[config.mk]
export PLATFORM = sky130hd
export DESIGN_NAME = apu_sweep_bank
export DESIGN_NICKNAME = d
export VERILOG_FILES = /design/src/rtl/apu_sweep_bank.sv
export SDC_FILE = /design/constraint.sdc
export NUM_CORES = 1
export LEC_CHECK = 0
export CORE_MARGIN = 8
export CORE_UTILIZATION = 38
export DETAILED_ROUTE_END_ITERATION = 7
export DONT_BUFFER_PORTS = 1
export PLACE_DENSITY = 0.5
export SLEW_MARGIN = 0
export SYNTH_ARGS = -nofsm -noshare
export SYNTH_HDL_FRONTEND = slang
export SYNTH_SLANG_ARGS = --single-unit
[constraint.sdc]
create_clock -name clk_i -period 4.1 [get_ports clk_i]
set_input_delay 0.41 -clock clk_i [delete_from_list [all_inputs] [get_ports clk_i]]
set_output_delay 0.41 -clock clk_i [all_outputs]
set_load 0.02 [all_outputs]
[src/rtl/apu_sweep_bank.sv]
// Multi-channel RP2A03 note-sweep engine: one shared shift/add datapath,
// time-multiplexed over CHANNELS sweep units by a free-running pointer.
module apu_sweep_bank #(
  parameter int                  CHANNELS            = 2,
  parameter int                  TIMER_WIDTH         = 11,
  parameter logic [CHANNELS-1:0] TWOS_COMPLEMENT_MASK = 2'b10
) (
  input  logic                            clk_i,
  input  logic                            rst_i,
  input  logic [CHANNELS-1:0]             sweep_setup_reg_wr_i,
  input  logic [7:0]                      channel_regs_wr_data_i,
  input  logic                            half_frame_i,
  input  logic [CHANNELS*TIMER_WIDTH-1:0] timer_value_i,
  output logic [CHANNELS-1:0]             muting_is_inactive_o,
  output logic [CHANNELS*TIMER_WIDTH-1:0] target_timer_value_o,
  output logic [CHANNELS-1:0]             timer_value_update_o
);

  localparam int PTR_W = (CHANNELS > 1) ? $clog2(CHANNELS) : 1;
  localparam logic [TIMER_WIDTH:0]   ONE       = 1;
  localparam logic [TIMER_WIDTH-1:0] MIN_TIMER = 8;
  localparam logic [PTR_W-1:0]       LAST_PTR  = PTR_W'(CHANNELS - 1);

  typedef struct packed {
    logic       enable;
    logic [2:0] period;
    logic       negate;
    logic [2:0] shift;
  } setup_t;

  setup_t        setup   [CHANNELS];
  logic [2:0]    counter [CHANNELS];
  logic [CHANNELS-1:0] reload;
  logic [CHANNELS-1:0] pending;
  logic [PTR_W-1:0]    ptr;

  setup_t                 cur;
  logic [TIMER_WIDTH-1:0] t_cur;
  logic [TIMER_WIDTH:0]   chg;
  logic [TIMER_WIDTH:0]   sum;
  logic                   ovf;
  logic                   unmuted;
  logic [TIMER_WIDTH-1:0] target;
  logic                   eff_pending;
  logic                   fire;

  // Shared datapath: evaluates the channel selected by ptr this cycle.
  always_comb begin
    cur   = setup[ptr];
    t_cur = timer_value_i[ptr*TIMER_WIDTH +: TIMER_WIDTH];
    chg   = {1'b0, t_cur} >> cur.shift;
    if (cur.negate) begin
      chg = TWOS_COMPLEMENT_MASK[ptr] ? (~chg + ONE) : ~chg;
    end
    sum         = {1'b0, t_cur} + chg;
    ovf         = sum[TIMER_WIDTH];
    target      = ovf ? '0 : sum[TIMER_WIDTH-1:0];
    unmuted     = (t_cur >= MIN_TIMER) && !ovf;
    eff_pending = pending[ptr] | half_frame_i;
    fire        = eff_pending && (counter[ptr] == 3'd0) && cur.enable &&
                  (cur.shift != 3'd0) && unmuted;
  end

  always_ff @(posedge clk_i) begin
    if (rst_i) begin
      ptr                  <= '0;
      reload               <= '0;
      pending              <= '0;
      muting_is_inactive_o <= '0;
      target_timer_value_o <= '0;
      timer_value_update_o <= '0;
      for (int k = 0; k < CHANNELS; k++) begin
        setup[k]   <= '0;
        counter[k] <= '0;
      end
    end else begin
      ptr <= (ptr == LAST_PTR) ? '0 : ptr + PTR_W'(1);

      target_timer_value_o[ptr*TIMER_WIDTH +: TIMER_WIDTH] <= target;
      muting_is_inactive_o[ptr]                            <= unmuted;

      timer_value_update_o <= '0;
      if (fire) timer_value_update_o[ptr] <= 1'b1;

      // A half-frame landing on the serviced slot is consumed by this service.
      if (half_frame_i) pending <= '1;
      pending[ptr] <= 1'b0;

      if (eff_pending) begin
        if ((counter[ptr] == 3'd0) || reload[ptr]) begin
          counter[ptr] <= cur.period;
          reload[ptr]  <= 1'b0;
        end else begin
          counter[ptr] <= counter[ptr] - 3'd1;
        end
      end

      // NOTE: the later non-blocking assignment wins, so a register write
      // sets reload even when the same cycle's service clears it.
      for (int k = 0; k < CHANNELS; k++) begin
        if (sweep_setup_reg_wr_i[k]) begin
          setup[k]  <= channel_regs_wr_data_i;
          reload[k] <= 1'b1;
        end
      end
    end
  end

endmodule
==> impl_results.html <==
<table>
<tr><th>Metric</th><th>Value</th></tr>
<tr><th colspan="2">Setup path</th></tr>
<tr><td>Startpoint of the lowest-slack register-to-register path</td><td>ptr</td></tr>
<tr><td>Capture point of the worst reg-to-reg path</td><td>target_timer_value_o[17]</td></tr>
<tr><td>Data arrival, critical path</td><td>about 4.3 ns</td></tr>
<tr><td>Worst setup EP type</td><td>flip-flop</td></tr>
<tr><td>Number of cells on the worst reg-to-reg path</td><td>19</td></tr>
<tr><td>Worst setup slack for register-to-register paths</td><td>0.08 ns</td></tr>
<tr><td>Required time at the worst-slack endpoint</td><td>4.37 ns</td></tr>
<tr><td>CP Launch Type</td><td>flip-flop</td></tr>
<tr><td>Critical path peak fanout</td><td>6</td></tr>
<tr><td>Worst Setup Path Type</td><td>reg -&gt; reg</td></tr>
<tr><th colspan="2">Power and ir drop</th></tr>
<tr><td>Sequential Power Share</td><td>0.358</td></tr>
<tr><td>Net switching share of the total power</td><td>0.376</td></tr>
<tr><td>Combinational fraction of design power</td><td>0.462</td></tr>
<tr><td>P_leak</td><td>between 1.5 and 2 nW</td></tr>
<tr><td>Net switching power of the design</td><td>slightly above 0.8 mW</td></tr>
<tr><td>Internal power consumption</td><td>around 1.4 mW</td></tr>
<tr><td>Power density over the cells</td><td>513 nW/um^2</td></tr>
<tr><td>Relative contribution of the clock network to total power</td><td>0.181</td></tr>
<tr><td>VDD IR max</td><td>0.168 mV</td></tr>
<tr><th colspan="2">Timing</th></tr>
<tr><td>Setup violation total in the final timing report</td><td>0</td></tr>
<tr><td>Clock skew after layout</td><td>roughly 0.015 ns</td></tr>
<tr><td>Max-slew violation count</td><td>0</td></tr>
<tr><td>Worst-case hold slack</td><td>roughly 0.15 ns</td></tr>
<tr><td>Normalized max-slew margin</td><td>0.595</td></tr>
<tr><td>Setup repair after global routing missed its margin</td><td>true</td></tr>
<tr><td>Max Freq</td><td>between 0.2 and 0.25 GHz</td></tr>
<tr><td>Least-Margin Pin Slew</td><td>slightly above 0.6 ns</td></tr>
<tr><td>Post-layout minimum cycle time</td><td>~4.0 ns</td></tr>
<tr><td>Post-route fraction of the period consumed by the critical path</td><td>0.982</td></tr>
<tr><td>Hold violation total from the final report</td><td>0</td></tr>
<tr><th colspan="2">Clock network</th></tr>
<tr><td>Source-to-sink clock delay at the later pin of the worst-skew pair</td><td>approximately 0.31 ns</td></tr>
<tr><td>Clock-pin slew on the worst setup and hold paths</td><td>around 0.10 ns</td></tr>
<tr><td>CTS Buf Count</td><td>5</td></tr>
<tr><td>Number of hold-repair buffers added at the cts stage</td><td>0</td></tr>
<tr><td>Clock tree from TritonCTS</td><td>built</td></tr>
<tr><td>Total clock sinks</td><td>53</td></tr>
<tr><td>CTS Root Buffer Type</td><td>sky130_fd_sc_hd__clkbuf_8</td></tr>
<tr><td>H-tree levels</td><td>2</td></tr>
<tr><td>Deepest clock path buffer count</td><td>2</td></tr>
<tr><th colspan="2">Hold path</th></tr>
<tr><td>Min-Delay Path Class</td><td>in -&gt; reg</td></tr>
<tr><td>Number of cells on the worst hold path</td><td>1</td></tr>
<tr><td>Beginning of the worst hold path</td><td>rst_i</td></tr>
<tr><td>Sink of the worst hold path</td><td>target_timer_value_o[6]</td></tr>
<tr><th colspan="2">Die</th></tr>
<tr><td>Initial cell density of the core</td><td>0.387</td></tr>
<tr><td>Width of the chip</td><td>110 um</td></tr>
<tr><td>Number of top-level pins</td><td>61</td></tr>
<tr><td>Site Rows</td><td>34</td></tr>
<tr><td>DIE AREA</td><td>roughly 12,000 um^2</td></tr>
<tr><td>Core footprint</td><td>between 8000 and 9000 um^2</td></tr>
<tr><td>Die boundary height</td><td>around 110 um</td></tr>
<tr><th colspan="2">Synthesis</th></tr>
<tr><td>Fraction of the yosys area taken by sequential cells</td><td>0.384</td></tr>
<tr><td>Mean instance size in the synthesized netlist</td><td>9.65 um^2</td></tr>
<tr><td>Biggest area contributors in the synthesized netlist</td><td>sky130_fd_sc_hd__edfxtp_1 (20%), sky130_fd_sc_hd__dfxtp_1 (19%), sky130_fd_sc_hd__mux2i_1 (6.6%)</td></tr>
<tr><td>Cell Area, Synth</td><td>3340 um^2</td></tr>
<tr><td>Number of register bits inferred by synthesis</td><td>53</td></tr>
<tr><td>Library cells used by synthesis</td><td>61</td></tr>
<tr><td>Post-synthesis async set-or-reset flop share</td><td>0</td></tr>
<tr><td>Post-synthesis instance total</td><td>about 350</td></tr>
<tr><td>YS warnings</td><td>0</td></tr>
<tr><td>Main flop type after synthesis</td><td>sky130_fd_sc_hd__dfxtp_1</td></tr>
<tr><td>Syn nets</td><td>between 300 and 400</td></tr>
<tr><td>Number of enable flip-flop cells after synthesis</td><td>22</td></tr>
<tr><td>Largest area contributor in the synthesized netlist</td><td>sky130_fd_sc_hd__edfxtp_1</td></tr>
<tr><td>Top cell type's share of synthesized area</td><td>0.198</td></tr>
<tr><th colspan="2">GRT</th></tr>
<tr><td>Largest net degree at the start of global routing</td><td>29</td></tr>
<tr><td>Global route total overflow</td><td>0</td></tr>
<tr><td>GRT Overall Usage</td><td>0.144</td></tr>
<tr><td>Antenna violations before repair</td><td>0</td></tr>
<tr><td>Number of global-route vias before repair</td><td>2,717</td></tr>
<tr><td>Global-route wire length before repair</td><td>about 14 mm</td></tr>
<tr><th colspan="2">Placed design</th></tr>
<tr><td>Placed Instance Area</td><td>about 3800 um^2</td></tr>
<tr><td>Dpl hpwl</td><td>~6.8 mm</td></tr>
<tr><td>Number of placed instances, taps included</td><td>around 490</td></tr>
<tr><td>IO buf count</td><td>0</td></tr>
<tr><td>Routability congestion estimate</td><td>around 0.86</td></tr>
<tr><th colspan="2">Drt</th></tr>
<tr><td>Number of design-rule violations left by the first detailed-router iteration</td><td>between 150 and 200</td></tr>
<tr><td>DRC viols</td><td>0</td></tr>
<tr><td>Post-detailed-route via-to-cell ratio</td><td>about 5.4</td></tr>
<tr><td>Remaining number of nets flagged by the antenna check after routing</td><td>0</td></tr>
<tr><td>Detailed-route via count</td><td>approximately 2,700</td></tr>
<tr><td>Number of detailed-route iterations in the first pass</td><td>4</td></tr>
<tr><td>Final routed wire length divided by cell count</td><td>roughly 17 um</td></tr>
<tr><td>Total detailed-routing wirelength</td><td>between 8 and 9 mm</td></tr>
<tr><th colspan="2">Finish</th></tr>
<tr><td>Total of fill cells in the finished design</td><td>between 800 and 900</td></tr>
<tr><td>Finished Cell Area</td><td>4240 um^2</td></tr>
<tr><td>Final cell utilization of the core</td><td>0.491</td></tr>
<tr><td>Post-layout net count</td><td>between 400 and 500</td></tr>
<tr><td>Growth of design area from synthesis to finish</td><td>26.9%</td></tr>
<tr><td>Ant. Diodes</td><td>0</td></tr>
<tr><td>Final cell count without fillers</td><td>507</td></tr>
<tr><td>Layout cells sized above 1</td><td>0.308</td></tr>
<tr><th colspan="2">Outcome</th></tr>
<tr><td>Run status</td><td>completed</td></tr>
<tr><th colspan="2">Run</th></tr>
<tr><td>Count of max-cap constraint violations</td><td>0</td></tr>
</table>
## metrics by stage
stage	setup WS (ns)	power [mW]	setup TNS [ns]
6_report	0.0757	2.18	0
4_1_cts	0.0133	2.04	0
3_3_place_gp	-0.141	1.63	-1.87
3_5_place_dp	-0.162	1.63	-1.86
2_1_floorplan	0.0801	1.34	0
5_1_grt	-0.116	2.32	-1.47
## registers in the layout (all words and copies together) (netlist names)
register / flops
counter: 6
timer_value_update_o: 2
ptr: 1
muting_is_inactive_o: 2
reload: 2
setup: 16
pending: 2
target_timer_value_o: 22
## critical path, cell delays in order, from the launching register on
cell	delay, ns
sky130_fd_sc_hd__dfxtp_4	0.41
sky130_fd_sc_hd__mux2_2	0.41
sky130_fd_sc_hd__buf_4	0.18
sky130_fd_sc_hd__mux2i_1	0.15
sky130_fd_sc_hd__o22ai_1	0.11
sky130_fd_sc_hd__a221o_1	0.31
sky130_fd_sc_hd__and4_2	0.29
sky130_fd_sc_hd__buf_4	0.15
sky130_fd_sc_hd__a31oi_2	0.13
sky130_fd_sc_hd__xor2_1	0.17
sky130_fd_sc_hd__ha_1	0.26
sky130_fd_sc_hd__and2_4	0.18
sky130_fd_sc_hd__a22oi_2	0.24
sky130_fd_sc_hd__a31oi_4	0.17
sky130_fd_sc_hd__nor3_4	0.23
sky130_fd_sc_hd__a21oi_4	0.04
sky130_fd_sc_hd__buf_6	0.14
sky130_fd_sc_hd__buf_4	0.13
sky130_fd_sc_hd__a31oi_1	0.18
sky130_fd_sc_hd__a21o_1	0.10
## cell usage in the layout, fill, tap and decap left out, drive strengths merged, types with 9 or more instances in the layout
cell,instances
nor2,34
dfxtp,31
ha,14
inv,17
edfxtp,22
a31oi,10
a22o,19
buf,55
a21oi,17
mux2i,28
xor2,9
nand2,24
xnor2,13
o21ai,14
nor3,10
and2,10
## power groups by stage
stage	Sequential [mW]	Clock, mW	Combinational [mW]
after floorplan	0.771	0	0.573
after global placement	0.794	0	0.839
after detailed placement	0.795	0	0.838
after CTS	0.782	0.400	0.861
after global routing	0.793	0.421	1.10
final	0.778	0.393	1.00
## synth_stat cells, types with 4 or more instances
| cell type | n |
|---|---|
| sky130_fd_sc_hd__nor2_1 | 33 |
| sky130_fd_sc_hd__dfxtp_1 | 31 |
| sky130_fd_sc_hd__nand2_1 | 24 |
| sky130_fd_sc_hd__edfxtp_1 | 22 |
| sky130_fd_sc_hd__mux2i_1 | 22 |
| sky130_fd_sc_hd__a22o_1 | 19 |
| sky130_fd_sc_hd__a21oi_1 | 16 |
| sky130_fd_sc_hd__ha_1 | 14 |
| sky130_fd_sc_hd__inv_1 | 14 |
| sky130_fd_sc_hd__xnor2_1 | 13 |
| sky130_fd_sc_hd__a31oi_1 | 10 |
| sky130_fd_sc_hd__and2_1 | 10 |
| sky130_fd_sc_hd__nor3_1 | 9 |
| sky130_fd_sc_hd__xor2_1 | 9 |
| sky130_fd_sc_hd__o22ai_1 | 8 |
| sky130_fd_sc_hd__o21ai_0 | 7 |
| sky130_fd_sc_hd__o21ai_1 | 7 |
| sky130_fd_sc_hd__clkbuf_1 | 6 |
| sky130_fd_sc_hd__mux2i_2 | 5 |
| sky130_fd_sc_hd__a21o_1 | 4 |
| sky130_fd_sc_hd__nand2b_1 | 4 |
| sky130_fd_sc_hd__or2_2 | 4 |
## how the worst max path moves through the flow
stage,startpoint,end,slack (ns),cells past startpoint
after floorplan,ptr,muting_is_inactive_o[1],0.08,17
final,ptr,target_timer_value_o[17],0.08,19
after global routing,ptr,target_timer_value_o[16],-0.12,19
after global placement,ptr,target_timer_value_o[10],-0.14,15
after CTS,ptr,muting_is_inactive_o[1],0.01,18
after detailed placement,ptr,target_timer_value_o[0],-0.16,15
## metal layers
| metal | vias up | global-route usage | share of wire |
|---|---|---|---|
| li1 | 1382 | - | - |
| met1 | 1274 | 0.178 | 0.45 |
| met2 | 63 | 0.237 | 0.47 |
| met3 | 16 | 0.0334 | 0.058 |
| met4 | 0 | 0.0550 | 0.023 |
| met5 | - | 0 | 0 |
## layout make-up
type	count	area [um^2]	share of cell area
multi-input cells	265	2160	0.511
clock inverters	2	35.0	0.00826
inverters	18	68.8	0.0162
well taps	108	135	0.0319
flip-flops and latches	53	1280	0.303
repair buffers	55	457	0.108
clock buffers	6	93.8	0.0221
## timing repair
item                                   4_1_cts  5_1_grt
setup buffers                                0        7
resized for setup                            6       44
cloned                                       0        1
setup endpoints to repair                   23       26
endpoints found under the hold margin        0        0
pin swaps                                    1       21
## logic make-up after synthesis
| group | share of synthesized area |
|---|---|
| adder cells (fa/ha/maj) | 0.0584 |
| buffers and inverters | 0.0386 |
| multiplexers | 0.120 |
| AND/OR/NAND/NOR | 0.161 |
| AO/OA/AOI/OAI | 0.181 |
| XOR/XNOR | 0.0577 |
| flip-flops | 0.384 |
(Power assumes the default switching activity.)
